$ cat src/rtl/alu_issue_stage.sv
// ID/EX issue stage: decodes RV32I ALU instructions into opcode/operands behind a 2-entry skid buffer.
// Optional perf counters (perf_issued, perf_stall) are enabled with `define ALU_ISSUE_PERF_EN.
module alu_issue_stage #(
    parameter int XLEN = 32,
    parameter int OPW  = 4
) (
    input  logic            clk,
    input  logic            rst_n,
    input  logic            in_valid,
    output logic            in_ready,
    input  logic [XLEN-1:0] in_instr,
    input  logic [XLEN-1:0] in_pc,
    input  logic [XLEN-1:0] in_rs1_data,
    input  logic [XLEN-1:0] in_rs2_data,
    input  logic            flush,
    output logic            ex_valid,
    input  logic            ex_ready,
    output logic [XLEN-1:0] ex_a,
    output logic [XLEN-1:0] ex_b,
    output logic [OPW-1:0]  ex_op,
    output logic [4:0]      ex_rd,
    output logic            ex_we,
    output logic            illegal
`ifdef ALU_ISSUE_PERF_EN
    ,
    output logic [31:0]     perf_issued,
    output logic [31:0]     perf_stall
`endif
);

    localparam logic [OPW-1:0] OP_ADD  = OPW'(0);
    localparam logic [OPW-1:0] OP_SUB  = OPW'(1);
    localparam logic [OPW-1:0] OP_AND  = OPW'(2);
    localparam logic [OPW-1:0] OP_OR   = OPW'(3);
    localparam logic [OPW-1:0] OP_XOR  = OPW'(4);
    localparam logic [OPW-1:0] OP_SLL  = OPW'(5);
    localparam logic [OPW-1:0] OP_SRL  = OPW'(6);
    localparam logic [OPW-1:0] OP_SRA  = OPW'(7);
    localparam logic [OPW-1:0] OP_SLT  = OPW'(8);
    localparam logic [OPW-1:0] OP_SLTU = OPW'(9);

    localparam logic [6:0] OPC_OP    = 7'b0110011;
    localparam logic [6:0] OPC_OPIMM = 7'b0010011;
    localparam logic [6:0] OPC_LUI   = 7'b0110111;
    localparam logic [6:0] OPC_AUIPC = 7'b0010111;

    typedef struct packed {
        logic [XLEN-1:0] a;
        logic [XLEN-1:0] b;
        logic [OPW-1:0]  op;
        logic [4:0]      rd;
        logic            we;
    } bundle_t;

    typedef enum logic [1:0] {
        EMPTY = 2'd0,
        ONE   = 2'd1,
        TWO   = 2'd2
    } state_t;

    state_t  state_q, state_d;
    bundle_t out_q, out_d;
    bundle_t skid_q, skid_d;
    logic    illegal_q, illegal_d;

    bundle_t dec;
    logic    dec_legal;
    logic    accept;
    logic    fire;
    logic    push;

    // alt selects SUB over ADD and SRA over SRL
    function automatic logic [OPW-1:0] op_from_f3(input logic [2:0] f3, input logic alt);
        logic [OPW-1:0] op;
        op = OP_ADD;
        case (f3)
            3'b000:  op = alt ? OP_SUB : OP_ADD;
            3'b001:  op = OP_SLL;
            3'b010:  op = OP_SLT;
            3'b011:  op = OP_SLTU;
            3'b100:  op = OP_XOR;
            3'b101:  op = alt ? OP_SRA : OP_SRL;
            3'b110:  op = OP_OR;
            default: op = OP_AND;
        endcase
        return op;
    endfunction

    always_comb begin
        logic [6:0] opcode;
        logic [2:0] f3;
        logic [6:0] f7;
        logic       is_shift;
        opcode    = in_instr[6:0];
        f3        = in_instr[14:12];
        f7        = in_instr[31:25];
        is_shift  = (f3 == 3'b001) || (f3 == 3'b101);
        dec       = '0;
        dec_legal = 1'b0;
        dec.rd    = in_instr[11:7];
        dec.we    = (in_instr[11:7] != 5'd0);
        case (opcode)
            OPC_OP: begin
                dec.a     = in_rs1_data;
                dec.b     = in_rs2_data;
                dec.op    = op_from_f3(f3, f7 == 7'h20);
                dec_legal = (f7 == 7'h00) ||
                            ((f7 == 7'h20) && ((f3 == 3'b000) || (f3 == 3'b101)));
            end
            OPC_OPIMM: begin
                dec.a     = in_rs1_data;
                dec.b     = is_shift ? {{(XLEN-5){1'b0}}, in_instr[24:20]}
                                     : {{(XLEN-12){in_instr[31]}}, in_instr[31:20]};
                dec.op    = op_from_f3(f3, (f3 == 3'b101) && (f7 == 7'h20));
                if (f3 == 3'b001)
                    dec_legal = (f7 == 7'h00);
                else if (f3 == 3'b101)
                    dec_legal = (f7 == 7'h00) || (f7 == 7'h20);
                else
                    dec_legal = 1'b1;
            end
            OPC_LUI: begin
                dec.b     = {in_instr[31:12], 12'b0};
                dec.op    = OP_ADD;
                dec_legal = 1'b1;
            end
            OPC_AUIPC: begin
                dec.a     = in_pc;
                dec.b     = {in_instr[31:12], 12'b0};
                dec.op    = OP_ADD;
                dec_legal = 1'b1;
            end
            default: dec_legal = 1'b0;
        endcase
    end

    assign ex_valid = (state_q != EMPTY);
    assign in_ready = (state_q != TWO);
    assign accept   = in_valid && in_ready;
    assign fire     = ex_valid && ex_ready;
    assign push     = accept && dec_legal;

    // Flush wins over everything; a bundle firing this cycle still leaves normally.
    always_comb begin
        state_d   = state_q;
        out_d     = out_q;
        skid_d    = skid_q;
        illegal_d = 1'b0;
        if (flush) begin
            state_d = EMPTY;
        end else begin
            illegal_d = accept && !dec_legal;
            case (state_q)
                EMPTY: begin
                    if (push) begin
                        out_d   = dec;
                        state_d = ONE;
                    end
                end
                ONE: begin
                    if (fire && push) begin
                        out_d = dec;
                    end else if (fire) begin
                        state_d = EMPTY;
                    end else if (push) begin
                        skid_d  = dec;
                        state_d = TWO;
                    end
                end
                TWO: begin
                    if (fire) begin
                        out_d   = skid_q;
                        state_d = ONE;
                    end
                end
                default: state_d = EMPTY;
            endcase
        end
    end

    always_ff @(posedge clk or negedge rst_n) begin
        if (!rst_n) begin
            state_q   <= EMPTY;
            out_q     <= '0;
            skid_q    <= '0;
            illegal_q <= 1'b0;
        end else begin
            state_q   <= state_d;
            out_q     <= out_d;
            skid_q    <= skid_d;
            illegal_q <= illegal_d;
        end
    end

    assign ex_a    = out_q.a;
    assign ex_b    = out_q.b;
    assign ex_op   = out_q.op;
    assign ex_rd   = out_q.rd;
    assign ex_we   = out_q.we;
    assign illegal = illegal_q;

`ifdef ALU_ISSUE_PERF_EN
    logic [31:0] perf_issued_q, perf_issued_d;
    logic [31:0] perf_stall_q, perf_stall_d;

    // Counters ignore flush and wrap naturally.
    always_comb begin
        perf_issued_d = perf_issued_q + {31'b0, fire};
        perf_stall_d  = perf_stall_q + {31'b0, (ex_valid && !ex_ready)};
    end

    always_ff @(posedge clk or negedge rst_n) begin
        if (!rst_n) begin
            perf_issued_q <= '0;
            perf_stall_q  <= '0;
        end else begin
            perf_issued_q <= perf_issued_d;
            perf_stall_q  <= perf_stall_d;
        end
    end

    assign perf_issued = perf_issued_q;
    assign perf_stall  = perf_stall_q;
`endif

endmodule

$ cat config.mk
export PLATFORM = sky130hd
export DESIGN_NAME = alu_issue_stage
export DESIGN_NICKNAME = d
export VERILOG_FILES = /design/src/rtl/alu_issue_stage.sv
export SDC_FILE = /design/constraint.sdc
export NUM_CORES = 1
export LEC_CHECK = 0
export CAP_MARGIN = 15
export CELL_PAD_IN_SITES_DETAIL_PLACEMENT = 1
export CELL_PAD_IN_SITES_GLOBAL_PLACEMENT = 1
export CORE_MARGIN = 2
export CORE_UTILIZATION = 36
export DETAILED_ROUTE_END_ITERATION = 8
export GPL_ROUTABILITY_DRIVEN = 0
export PLACE_DENSITY_LB_ADDON = 0.15
export SLEW_MARGIN = 10
export SYNTH_ARGS = -nofsm -noshare
export SYNTH_HDL_FRONTEND = slang
export SYNTH_SLANG_ARGS = --single-unit
$ cat constraint.sdc
create_clock -name clk -period 2.1 [get_ports clk]
set_clock_uncertainty 0.1 [all_clocks]
set_input_delay 0.63 -clock clk [delete_from_list [all_inputs] [get_ports clk]]
set_output_delay 0.63 -clock clk [all_outputs]
set_load 0.02 [all_outputs]
; ---- Word-level counts from Yosys, hierarchy flattened
; Cells that the tools add are included.
[totals]
output_inout_bits = 77
reg_bits = 151
in_bits = 133
wordCells = 83
[classes]
n_mux = 24
n_eq_ne = 21
reduce_logical = 23
bitwise = 3
[ops]
columns = cell, n
row1 = 74-bit two-way mux, 3
row2 = 74-bit case mux with 3 select lines, 1
row3 = 36-bit case mux with 3 select lines, 1
row4 = 32-bit case mux with 2 select lines, 1
row5 = 4-bit case mux with 7 select lines, 2
row6 = 32-bit two-way mux, 1
row7 = "7-bit by 6-bit == test with 1-bit output, second input constant", 3
row8 = "7-bit by 5-bit == test with 1-bit output, second input constant", 2
row9 = 2-bit two-way mux, 6
row10 = 5-bit AND reduction, 2
row11 = "3-bit == test, second input constant", 3
row12 = "3-bit inequality test, second input constant", 3
row13 = "2-bit inequality test, second input constant", 4
row14 = 1-bit logical AND, 7
row15 = 7-bit zero test, 1
row16 = 1-bit two-way mux, 7
row17 = "3-bit by 2-bit == test with 1-bit output, second input constant", 2
row18 = 2-bit case mux with 3 select lines, 1
row19 = 5-bit nonzero test, 1
row20 = 1-bit logical OR, 4
row21 = "4-bit inequality test, second input constant", 1
row22 = 4-bit AND reduction, 1
row23 = 2-bit OR reduction, 2
row24 = "3-bit by 1-bit == test with 1-bit output, second input constant", 1
row25 = 9 further kinds, 11

; ---- Depth between registers and ports, before layout
; Gate-level depths: netlist of the first run.
[depth]
word_depth = 11
depth_mapped = 10
ltp_nobuf = 6

; ---- Worst setup path after synthesis of the first run
; No wires, ideal clock.
[synth_timing]
path_type = input port to flip-flop
startpoint = input port in_instr[5]
endpoint = register out_q (netlist bit ex_b[18])
required_ns = 1.872
path_stages = 9
t_arrival_ns = 2.547
path_slack_ns = -0.675
setup_time_ns = 0.128
path_buffers = 3
cell_sequence = buf_6 -> or4b_1 -> o211a_1 -> o2111a_2 -> nand3_1 -> a31o_2 -> buf_6 -> buf_6 -> mux2_1
[synth_via]
elab_chain_cells = 7
elab_cells_between_ends = 15
cone_classes = eq/ne: 6 / mux: 5 / reduce/logical: 4
[synth_rtl]
columns = element, line_no
row1 = "start, declared", 11  ; input logic [XLEN-1:0] in_instr,
row2 = 7-bit by 5-bit == test with 1-bit output or 7-bit by 6-bit == test with 1-bit output (tied branches), 102  ; case (opcode)
row3 = 2-bit OR reduction (no source line), --
row4 = 1-bit case mux with 3 select lines, 102
row5 = 1-bit logical AND, 141  ; assign push = accept && dec_legal;
row6 = 1-bit logical AND, 161  ; if (fire && push) begin
row7 = 2-bit inequality test (no source line), --
row8 = 5-bit AND reduction (no source line), --
row9 = "end signal, assigned", 189  ; out_q <= out_d;
row10 = "end, declared", 62  ; bundle_t out_q, out_d;
; Several ways; a longest one is shown, not always the timed one. The select of a mux whose other input is x is not followed.
; A chain may end at the register's enable or synchronous reset.

; ---- Worst setup path in the final report of the first run
[layout_timing]
startpoint = input port in_instr[5]
endpoint = register out_q (netlist bit ex_b[28])
; Same word-level chain as after synthesis.

==> results.tsv, run 1 <==
metric	value	unit
status	finished with violations	
die area	21000	sq um
max-capacitance violation count	0	
power per cell area	531	nW/um^2
sequential fraction of the synthesis area	52.8	%
Die H	145	microns
startpoint types	primary input	
CP arrival	2.80	ns
vias	7938	
Reg2Reg Launch Point	state_q[1]$_DFFE_PN0P_	
Hold/Removal Path Class	in2async	
slowest cell delay on critical path	0.56	ns
Int Pwr	5110	uW
CP endpoint	ex_b[28]$_DFFE_PN0P_	
FF-to-FF path depth	6	
Mapped Area	7160	sq um
layout cells sized above 1	39.1	%
pin count of the biggest net entering global routing	102	
TritonCTS buffer count	17	
static leakage	0.00598	uW
initial antenna violation count	1	
fin crit share	123	%
unrepaired setup endpoints after global routing	yes	
Hold Fails Final Rpt	0	
Worst Tran Pin Value	0.597	ns
initial core utilization	36.8	%
Max-Slew Margin vs Limit	60.2	%
final net count	1220	
crit end category	flop	
Comb power frac	10.5	%
Iter 0 DRT Violations	567	
critical-path cell list	buf_6 -> or4b_1 -> o211a_1 -> o2111a_2 -> nand3_2 -> a31o_4 -> buf_12 -> buf_16 -> mux2_4	
Syn. warnings	0	
WS Path Type	in2reg	
final setup violation count	150	
drt first pass iters	5	
clock transition at the registers of the reported paths	0.07	ns
Flop pwr share	43.5	%
Avg WL per Cell	26.8	microns
ys flop type	dfrtp_1	
Total Power	6810	uW
Num Clock Sinks	151	
PortBufs	209	
Final Worst Setup Slack	-0.479	ns
Slew Viols, Final	0	
Synth cell types	48	
Avg Cell Area, Syn	9.54	sq um
switching pwr	1710	uW
boundary pin count	210	
gr usage total	32.6	%
failing checks	negative setup slack	
Post-Syn Nets	883	
DRT Wirelength	36500	microns
num rows	51	
most common cell after layout, fill and taps aside	dfrtp_1	
total gr overflow	0	
Max Clk Rate	388	MHz
post-route cell area	12800	sq um
peak supply drop	0.564	mV
CP Max Fanout	7	
cells after synthesis	750	
pre-CTS WS	-1.15	ns
CTS tree	yes	
Area Overhead vs Synth	79.3	%
reg-to-reg endpoint	ex_op[3]$_DFFE_PN0P_	
post-route ant nets	0	
commonest non-fill, non-tap cells in the layout	150 x dfrtp_1, 114 x clkdlybuf4s50_1, 106 x buf_4, 82 x nand2_1, 81 x dlygate4sd2_1	
Critical Path RT	2.32	ns
synthesized flop and latch total	151	
Final Hold Slack	0.0241	ns
vias per cell	5.82	
R2R Setup Slk	-0.04	ns
clk_lat worst skew	0.43	ns
Post-DP HPWL	17600	microns
Final Critical Period	2.58	ns
H-tree depth	4	
drt drc	0	
CP max-delay cell	or4b_1	
placed inst area	10400	sq um
Switching Share	25.1	%
clock share of power	46.0	%
Post-synth EDFFs	0	
Die W	145	microns
vias in the first global route	8919	
beginning of the critical path	in_instr[5]	
Synth async-reset ratio	100	%
Core Box Area	19500	sq um
root buffer cell	clkbuf_16	
Bufs on Longest Clock Path	2	
first-pass GRT wire length	53200	microns
[Yosys cell counts (all sizes together), types with 3 or more instances]
library cell / n / area [sq um]
o22ai: 40 / 250
nor2b: 4 / 25.0
nor2: 66 / 248
inv: 5 / 18.8
mux2: 48 / 541
a221oi: 19 / 166
and3: 3 / 18.8
o31ai: 3 / 22.5
o21ai: 74 / 370
clkbuf: 42 / 158
dfrtp: 151 / 3780
a22oi: 40 / 300
a21oi: 61 / 305
nand2: 140 / 526
buf: 22 / 176
[timing repair]
action / CTS / global route
pin swaps: 56 / 31
buffers inserted: 40 / 15
setup endpoints to repair: 227 / 152
gates cloned: 24 / 0
endpoints found under the hold margin: 0 / 0
hold buffers: 0 / 0
resized for setup: 327 / 117
[power groups by stage]
stage	sequential, uW	clock [uW]	combinational, uW
3_5_place_dp	3020	0	644
3_3_place_gp	3020	0	627
5_1_grt	2970	3290	747
6_report	2970	3140	712
2_1_floorplan	3050	0	106
4_1_cts	2960	3050	661
[stage by stage]
stage / TNS, ns / util (%) / cells
3_5_place_dp: -163.23 / 53.5 / 1271
5_1_grt: -57.17 / 65.9 / 1365
2_1_floorplan: -72.73 / - / 750
4_1_cts: -44.21 / 64.8 / 1366
3_3_place_gp: -159.09 / 53.5 / 1271
6_report: -53.85 / 65.9 / 1365
[sequential cells by signal, summed over array words and instances, names as in the netlist]
| signal | count |
|---|---|
| ex_a | 32 |
| ex_b | 32 |
| ex_op | 4 |
| ex_rd | 5 |
| ex_we | 1 |
| illegal | 1 |
| skid_q | 74 |
| state_q | 2 |
[metal layers]
metal,routed length (microns),vias up,GRT usage [%]
li1,-,3367,-
met1,13800,4104,38.3
met2,19100,345,57.9
met3,1750,122,5.19
met4,1850,0,16.1
met5,0,-,0
[worst max-delay path: cells and delay by family]
family,cells,cell delay [ns]
AO/OA/AOI/OAI,3,0.82
AND/OR/NAND/NOR,2,0.64
buffers and inverters,3,0.38
multiplexers,1,0.33
[cell families (layout without fill, tap and decap cells)]
logic type,after synthesis,after routing,synth area share [%]
and+or+nand+nor,234,234,13.6
muxes,48,48,7.55
buffers and inverters,69,418,4.93
DFF,151,151,52.8
AOI/OAI and AO/OA,248,248,21.1
other,0,1,0
[layout make-up]
type / count / area, sq um
diodes: 1 / 2.50
clock buffers: 20 / 447
clock inverters: 11 / 125
fillers: 1971 / 6630
inverters: 5 / 21.3
multi-input cells: 530 / 4110
flip-flops and latches: 151 / 3780
well taps: 265 / 332
repair buffers: 382 / 4010
[worst min-delay path by stage]
stage	startpoint	endpoint	slack (ns)	depth (start not counted)
finish	rst_n	ex_a[19]$_DFFE_PN0P_	0.02	1
global route	rst_n	skid_q[58]$_DFFE_PN0P_	0.06	1
CTS	rst_n	skid_q[58]$_DFFE_PN0P_	0.04	1
detailed placement	skid_q[73]$_DFFE_PN0P_	skid_q[73]$_DFFE_PN0P_	0.38	2
global placement	skid_q[8]$_DFFE_PN0P_	skid_q[8]$_DFFE_PN0P_	0.36	2
floorplan	rst_n	ex_a[0]$_DFFE_PN0P_	0.23	0
Note: power is estimated with default switching activity, not from simulation.
==> run 2, diff against run 1 <==
--- a/config.mk
+++ b/config.mk
@@ -8,10 +8,11 @@
 export CAP_MARGIN = 15
 export CELL_PAD_IN_SITES_DETAIL_PLACEMENT = 1
 export CELL_PAD_IN_SITES_GLOBAL_PLACEMENT = 1
-export CORE_MARGIN = 2
+export CORE_MARGIN = 3
 export CORE_UTILIZATION = 36
 export DETAILED_ROUTE_END_ITERATION = 8
 export GPL_ROUTABILITY_DRIVEN = 0
+export GPL_TIMING_DRIVEN = 0
 export PLACE_DENSITY_LB_ADDON = 0.15
 export SLEW_MARGIN = 10
 export SYNTH_ARGS = -nofsm -noshare
==> constraint.sdc (replaced) <==
create_clock -name clk -period 2.1 [get_ports clk]
set_clock_uncertainty 0.1 [all_clocks]
set_input_delay 0.63 -clock clk [delete_from_list [all_inputs] [get_ports clk]]
set_output_delay 0.63 -clock clk [all_outputs]
set_load 0.01 [all_outputs]
==> results.tsv, run 2 (same netlist as run 1, synthesis figures left out) <==
metric	value	unit	change
status	finished with violations		
failing checks	negative setup slack		
clock transition at the registers of the reported paths	0.06	ns	about the same
Critical Path RT	2.31	ns	about the same
TritonCTS buffer count	17		unchanged
reg-to-reg endpoint	ex_b[19]$_DFFE_PN0P_		
boundary pin count	210		unchanged
Post-DP HPWL	18600	microns	+5.6%
crit end category	flop		
first-pass GRT wire length	44700	microns	-16%
Max-Slew Margin vs Limit	58.6	%	-1.6 points
startpoint types	primary input		
Core Box Area	19100	sq um	-1.6%
Final Critical Period	2.52	ns	-0.0548 ns
die area	21600	sq um	+2.8%
cts-stage hold buffer count	0		unchanged
Hold Fails Final Rpt	0		unchanged
drt first pass iters	4		-1
CP Max Fanout	6		-1
initial core utilization	37.4	%	+0.61 points
R2R Setup Slk	0.06	ns	+0.10 ns
Bufs on Longest Clock Path	2		unchanged
vias	7252		-8.6%
placed inst area	9770	sq um	-6.2%
PortBufs	207		-0.96%
most flop-heavy register	skid_q		
final net count	1165		-4.5%
Iter 0 DRT Violations	281		-50%
post-route ant nets	0		unchanged
Reg2Reg Launch Point	state_q[1]$_DFFE_PN0P_		
Layout Utilization	64.0	%	-1.9 points
vias in the first global route	7810		-12%
FF-to-FF path depth	8		+2
WS Path Type	in2reg		
placed insts	1218		-4.2%
unrepaired setup endpoints after global routing	yes		
peak supply drop	0.575	mV	+1.9%
Worst Tran Pin Value	0.621	ns	+0.0243 ns
H-tree depth	4		unchanged
fin crit share	120	%	-2.6 points
max-capacitance violation count	0		unchanged
Slew Viols, Final	0		unchanged
Hold/Removal Path Class	in2async		
static leakage	0.00581	uW	-2.8%
Die H	147	microns	+1.4%
Num Clock Sinks	151		unchanged
Max Clk Rate	396	MHz	+2.2%
DRT Wirelength	30300	microns	-17%
power per cell area	548	nW/um^2	+3.2%
num rows	50		-2.0%
Final Worst Setup Slack	-0.425	ns	+0.0548 ns
most common cell after layout, fill and taps aside	clkdlybuf4s50_1		
root buffer cell	clkbuf_16		
gr usage total	26.3	%	-6.3 points
Area Overhead vs Synth	71.2	%	
max FFs per register	74		unchanged
Avg WL per Cell	23.2	microns	-13%
post-route cell area	12300	sq um	-4.5%
pin count of the biggest net entering global routing	78		-24%
vias per cell	5.54		-4.7%
final cell count without fillers	1309		-4.1%
CTS tree	yes		
final setup violation count	150		unchanged
Die W	147	microns	+1.4%
Total Power	6710	uW	-1.5%
drt drc	0		unchanged
CP arrival	2.74	ns	-0.06 ns
initial antenna violation count	3		+2
total gr overflow	0		unchanged
layout cells sized above 1	34.0	%	-5.1 points
commonest non-fill, non-tap cells in the layout	154 x clkdlybuf4s50_1, 150 x dfrtp_1, 75 x nand2_1, 62 x nor2_1, 61 x a21oi_1		
clk_lat worst skew	0.42	ns	about the same
==> run 2: cell count changes in the layout (fill, tap and decap cells not counted), moves of 12 or more <==
| cell | previous run | this run |
|---|---|---|
| buf_4 | 106 | 32 |
| clkdlybuf4s50_1 | 114 | 154 |
| dlymetal6s2s_1 | 0 | 26 |
| clkbuf_1 | 2 | 18 |
| dlygate4sd2_1 | 81 | 16 |
| buf_6 | 23 | 11 |
==> run 2: layer usage <==
| layer | up-vias | global-route usage [%] | part of all wire (%) |
|---|---|---|---|
| li1 | 3269 | - | - |
| met1 | 3701 | 32.0 | 40 |
| met2 | 232 | 46.7 | 52 |
| met3 | 50 | 5.83 | 5.3 |
| met4 | 0 | 8.01 | 2.5 |
| met5 | - | 0 | 0 |
==> run 2: worst max-delay path by stage <==
| stage | from | to | slack [ns] |
|---|---|---|---|
| global route | in_instr[4] | ex_b[30]$_DFFE_PN0P_ | -0.47 |
| floorplan | in_instr[5] | ex_b[18]$_DFFE_PN0P_ | -0.65 |
| detailed placement | in_instr[2] | ex_a[29]$_DFFE_PN0P_ | -1.72 |
| CTS | in_instr[5] | ex_b[30]$_DFFE_PN0P_ | -0.40 |
| global placement | rst_n | skid_q[34]$_DFFE_PN0P_ | -6.15 |
| finish | in_instr[2] | ex_b[30]$_DFFE_PN0P_ | -0.42 |
==> run 2: area by class of cell <==
cell class	instances	area, sq um
sequential	151	3780
antenna	5	12.5
multi-input combinational	530	3990
inverter	5	18.8
clock buffer	20	437
fill	2033	6890
timing repair buffer	268	2950
buffer	59	591
tap	260	325
clock inverter	11	151
==> run 2: worst max-delay path, stage by stage <==
cell	delay (ns)
buf_8	0.10
or4b_4	0.52
o211a_1	0.24
o2111a_2	0.29
nand3_2	0.08
a31o_4	0.19
buf_12	0.14
buf_12	0.11
buf_12	0.12
mux2_4	0.30
==> run 2: what timing repair did <==
action	CTS	global route
endpoints found under the setup margin	162	177
resized for setup	245	162
buffers inserted	36	14
pin swaps	19	8
gates cloned	14	3
==> run 2: power breakdown <==
| part | total (uW) | switching, uW | internal [uW] |
|---|---|---|---|
| logic | 608 | 252 | 355 |
| registers | 2960 | 18.4 | 2940 |
| clock network | 3150 | 1280 | 1870 |
==> run 2: per-stage QoR <==
stage	setup slack (ns)	hold slack [ns]	TNS (ns)
3_3_place_gp	-6.15	0.362	-1149.44
2_1_floorplan	-0.654	0.234	-72.72
4_1_cts	-0.398	0.0918	-43.72
5_1_grt	-0.466	0.104	-53.59
6_report	-0.425	0.0681	-48.38
3_5_place_dp	-1.72	0.367	-212.13
==> run 3, diff against run 2 <==
--- a/config.mk
+++ b/config.mk
@@ -5,7 +5,7 @@
 export SDC_FILE = /design/constraint.sdc
 export NUM_CORES = 1
 export LEC_CHECK = 0
-export CAP_MARGIN = 15
+export CAP_MARGIN = 10
 export CELL_PAD_IN_SITES_DETAIL_PLACEMENT = 1
 export CELL_PAD_IN_SITES_GLOBAL_PLACEMENT = 1
 export CORE_MARGIN = 3
@@ -14,6 +14,7 @@
 export GPL_ROUTABILITY_DRIVEN = 0
 export GPL_TIMING_DRIVEN = 0
 export PLACE_DENSITY_LB_ADDON = 0.15
+export SETUP_SLACK_MARGIN = 0.05
 export SLEW_MARGIN = 10
 export SYNTH_ARGS = -nofsm -noshare
 export SYNTH_HDL_FRONTEND = slang
==> results.tsv, run 3 (same netlist as run 1, synthesis figures left out) <==
metric	value	unit	change
vias in the first global route	7798		-0.15%
Avg WL per Cell	23.4	microns	+0.89%
DRT Wirelength	30600	microns	+1.0%
cell family contributing the most delay on the critical path	compound AO/OA/AOI/OAI gates		
CP max-delay cell	a221oi_1		
Hold Fails Final Rpt	0		unchanged
Reg area	3780	sq um	unchanged
Bufs on Longest Clock Path	2		unchanged
layout cells sized above 1	34.0	%	-0.034 points
max FFs per register	74		unchanged
final net count	1169		+0.34%
Critical Path RT	2.31	ns	about the same
initial core utilization	37.4	%	unchanged
slowest cell delay on critical path	0.58	ns	+0.06 ns
pin count of the biggest net entering global routing	78		unchanged
Max Clk Rate	390	MHz	-1.6%
Worst Tran Pin Value	0.617	ns	-0.00450 ns
vias per cell	5.55		+0.21%
pre-CTS WS	-1.72	ns	unchanged
Core Box Area	19100	sq um	unchanged
H-tree depth	4		unchanged
drt drc	0		unchanged
Comb power frac	8.9	%	about the same
switching pwr	1560	uW	+0.71%
unrepaired setup endpoints after global routing	yes		
max-capacitance violation count	0		unchanged
commonest non-fill, non-tap cells in the layout	150 x dfrtp_1, 114 x clkdlybuf4s50_1, 76 x dlygate4sd2_1, 75 x nand2_1, 62 x nor2_1		
post-route ant nets	0		unchanged
Final Hold Slack	0.0711	ns	+0.00300 ns
CTS tree	yes		
Filler Cell Count	2049		+0.79%
CP arrival	2.78	ns	+0.04 ns
status	finished with violations		
Area Overhead vs Synth	70.3	%	
drt first pass iters	5		+1
clk_lat worst skew	0.43	ns	about the same
Total Power	6710	uW	about the same
first-pass GRT wire length	44600	microns	-0.20%
Hold/Removal Path Class	in2async		
total gr overflow	0		unchanged
clock transition at the registers of the reported paths	0.06	ns	about the same
Max-Slew Margin vs Limit	58.9	%	+0.30 points
multi-input logic area	3990	sq um	about the same
most flop-heavy register	skid_q		
Int Pwr	5150	uW	-0.30%
Die H	147	microns	unchanged
Die W	147	microns	unchanged
CP Max Fanout	10		+4
Num Clock Sinks	151		unchanged
Post-DP HPWL	18600	microns	unchanged
Final Worst Setup Slack	-0.465	ns	-0.0399 ns
FF-to-FF path depth	6		-2
fin crit share	122	%	+1.9 points
static leakage	0.00574	uW	-1.2%
final setup violation count	150		unchanged
boundary pin count	210		unchanged
PortBufs	207		unchanged
WS Path Type	in2reg		
critical-path cell list	dlygate4sd2_1 -> nor4bb_2 -> and3_2 -> clkbuf_4 -> a221oi_1 -> a21oi_1 -> mux2_4		
peak supply drop	0.462	mV	-20%
most common cell after layout, fill and taps aside	dfrtp_1		
die area	21600	sq um	unchanged
crit end category	flop		
failing checks	negative setup slack		
root buffer cell	clkbuf_16		
vias	7278		+0.36%
Iter 0 DRT Violations	340		+21%
startpoint types	primary input		
Layout Utilization	63.7	%	-0.34 points
initial antenna violation count	2		-1
power per cell area	551	nW/um^2	+0.46%
Critical Path Stages	7		-3
gr usage total	26.2	%	-0.041 points
Slew Viols, Final	0		unchanged
Flop pwr share	44.1	%	about the same
TritonCTS buffer count	17		unchanged
CP Buf/Inv Count	2		-2
num rows	50		unchanged
cts-stage hold buffer count	0		unchanged
clock share of power	47.1	%	+0.2 points
Final Critical Period	2.56	ns	+0.0399 ns
Switching Share	23.3	%	+0.18 points
[run 3: area by class of cell]
| class | count | area share, % |
|---|---|---|
| diodes | 3 | 0.0616 |
| plain buffers | 60 | 5.04 |
| clock buffers | 20 | 3.58 |
| clock inverters | 11 | 1.24 |
| inverters | 5 | 0.154 |
| multi-input cells | 530 | 32.7 |
| flip-flops and latches | 151 | 31.0 |
| well taps | 260 | 2.67 |
| repair buffers | 271 | 23.5 |
[run 3: metal layers]
metal	wire length, microns	vias up	global-route usage (%)
met5	0	-	0
met4	1020	0	7.83
met3	1530	67	5.80
met2	15800	248	46.8
met1	12200	3696	31.9
li1	-	3267	-
[run 3: worst register-to-register path: stages, from the launching register on]
cell	delay, ns
dfrtp_2	0.44
nor2_4	0.14
buf_4	0.15
clkbuf_2	0.27
clkbuf_1	0.44
o21ai_0	0.18
mux2_4	0.29
[run 3: final timing paths]
| kind | start | end | slack, ns |
|---|---|---|---|
| worst max-delay path | in_instr[4] | ex_b[30]$_DFFE_PN0P_ | -0.46 |
| worst min-delay path | rst_n | ex_a[17]$_DFFE_PN0P_ | 0.07 |
| worst max register to register | state_q[0]$_DFFE_PN0P_ | ex_b[0]$_DFFE_PN0P_ | -0.03 |
| worst min register to register | skid_q[68]$_DFFE_PN0P_ | skid_q[68]$_DFFE_PN0P_ | 0.39 |
| max in group asynchronous | rst_n | ex_b[19]$_DFFE_PN0P_ | 1.03 |
| min in group clk | skid_q[68]$_DFFE_PN0P_ | skid_q[68]$_DFFE_PN0P_ | 0.39 |
[run 3: timing repair]
action / CTS / global route
gates resized for setup: 304 / 142
hold endpoints to repair: 0 / 0
pin swaps: 19 / 9
buffers inserted: 36 / 17
setup endpoints to repair: 222 / 158
cloned: 14 / 3
[run 3: power by group through the flow]
stage          logic (uW)  clock network [uW]  registers [uW]
2_1_floorplan         106                   0            3030
3_3_place_gp          543                   0            3010
3_5_place_dp          558                   0            3010
4_1_cts               574                3170            2960
5_1_grt               634                3310            2960
6_report              594                3160            2960
[run 3: per-stage QoR]
| stage | instances | TNS (ns) | instance area [sq um] |
|---|---|---|---|
| 3_5_place_dp | 1218 | -212.13 | 9770 |
| 5_1_grt | 1309 | -56.02 | 12200 |
| 4_1_cts | 1296 | -43.75 | 11600 |
| 6_report | 1311 | -54.51 | 12200 |
| 3_3_place_gp | 1217 | -1149.44 | 9730 |
| 2_1_floorplan | 750 | -72.72 | 7330 |
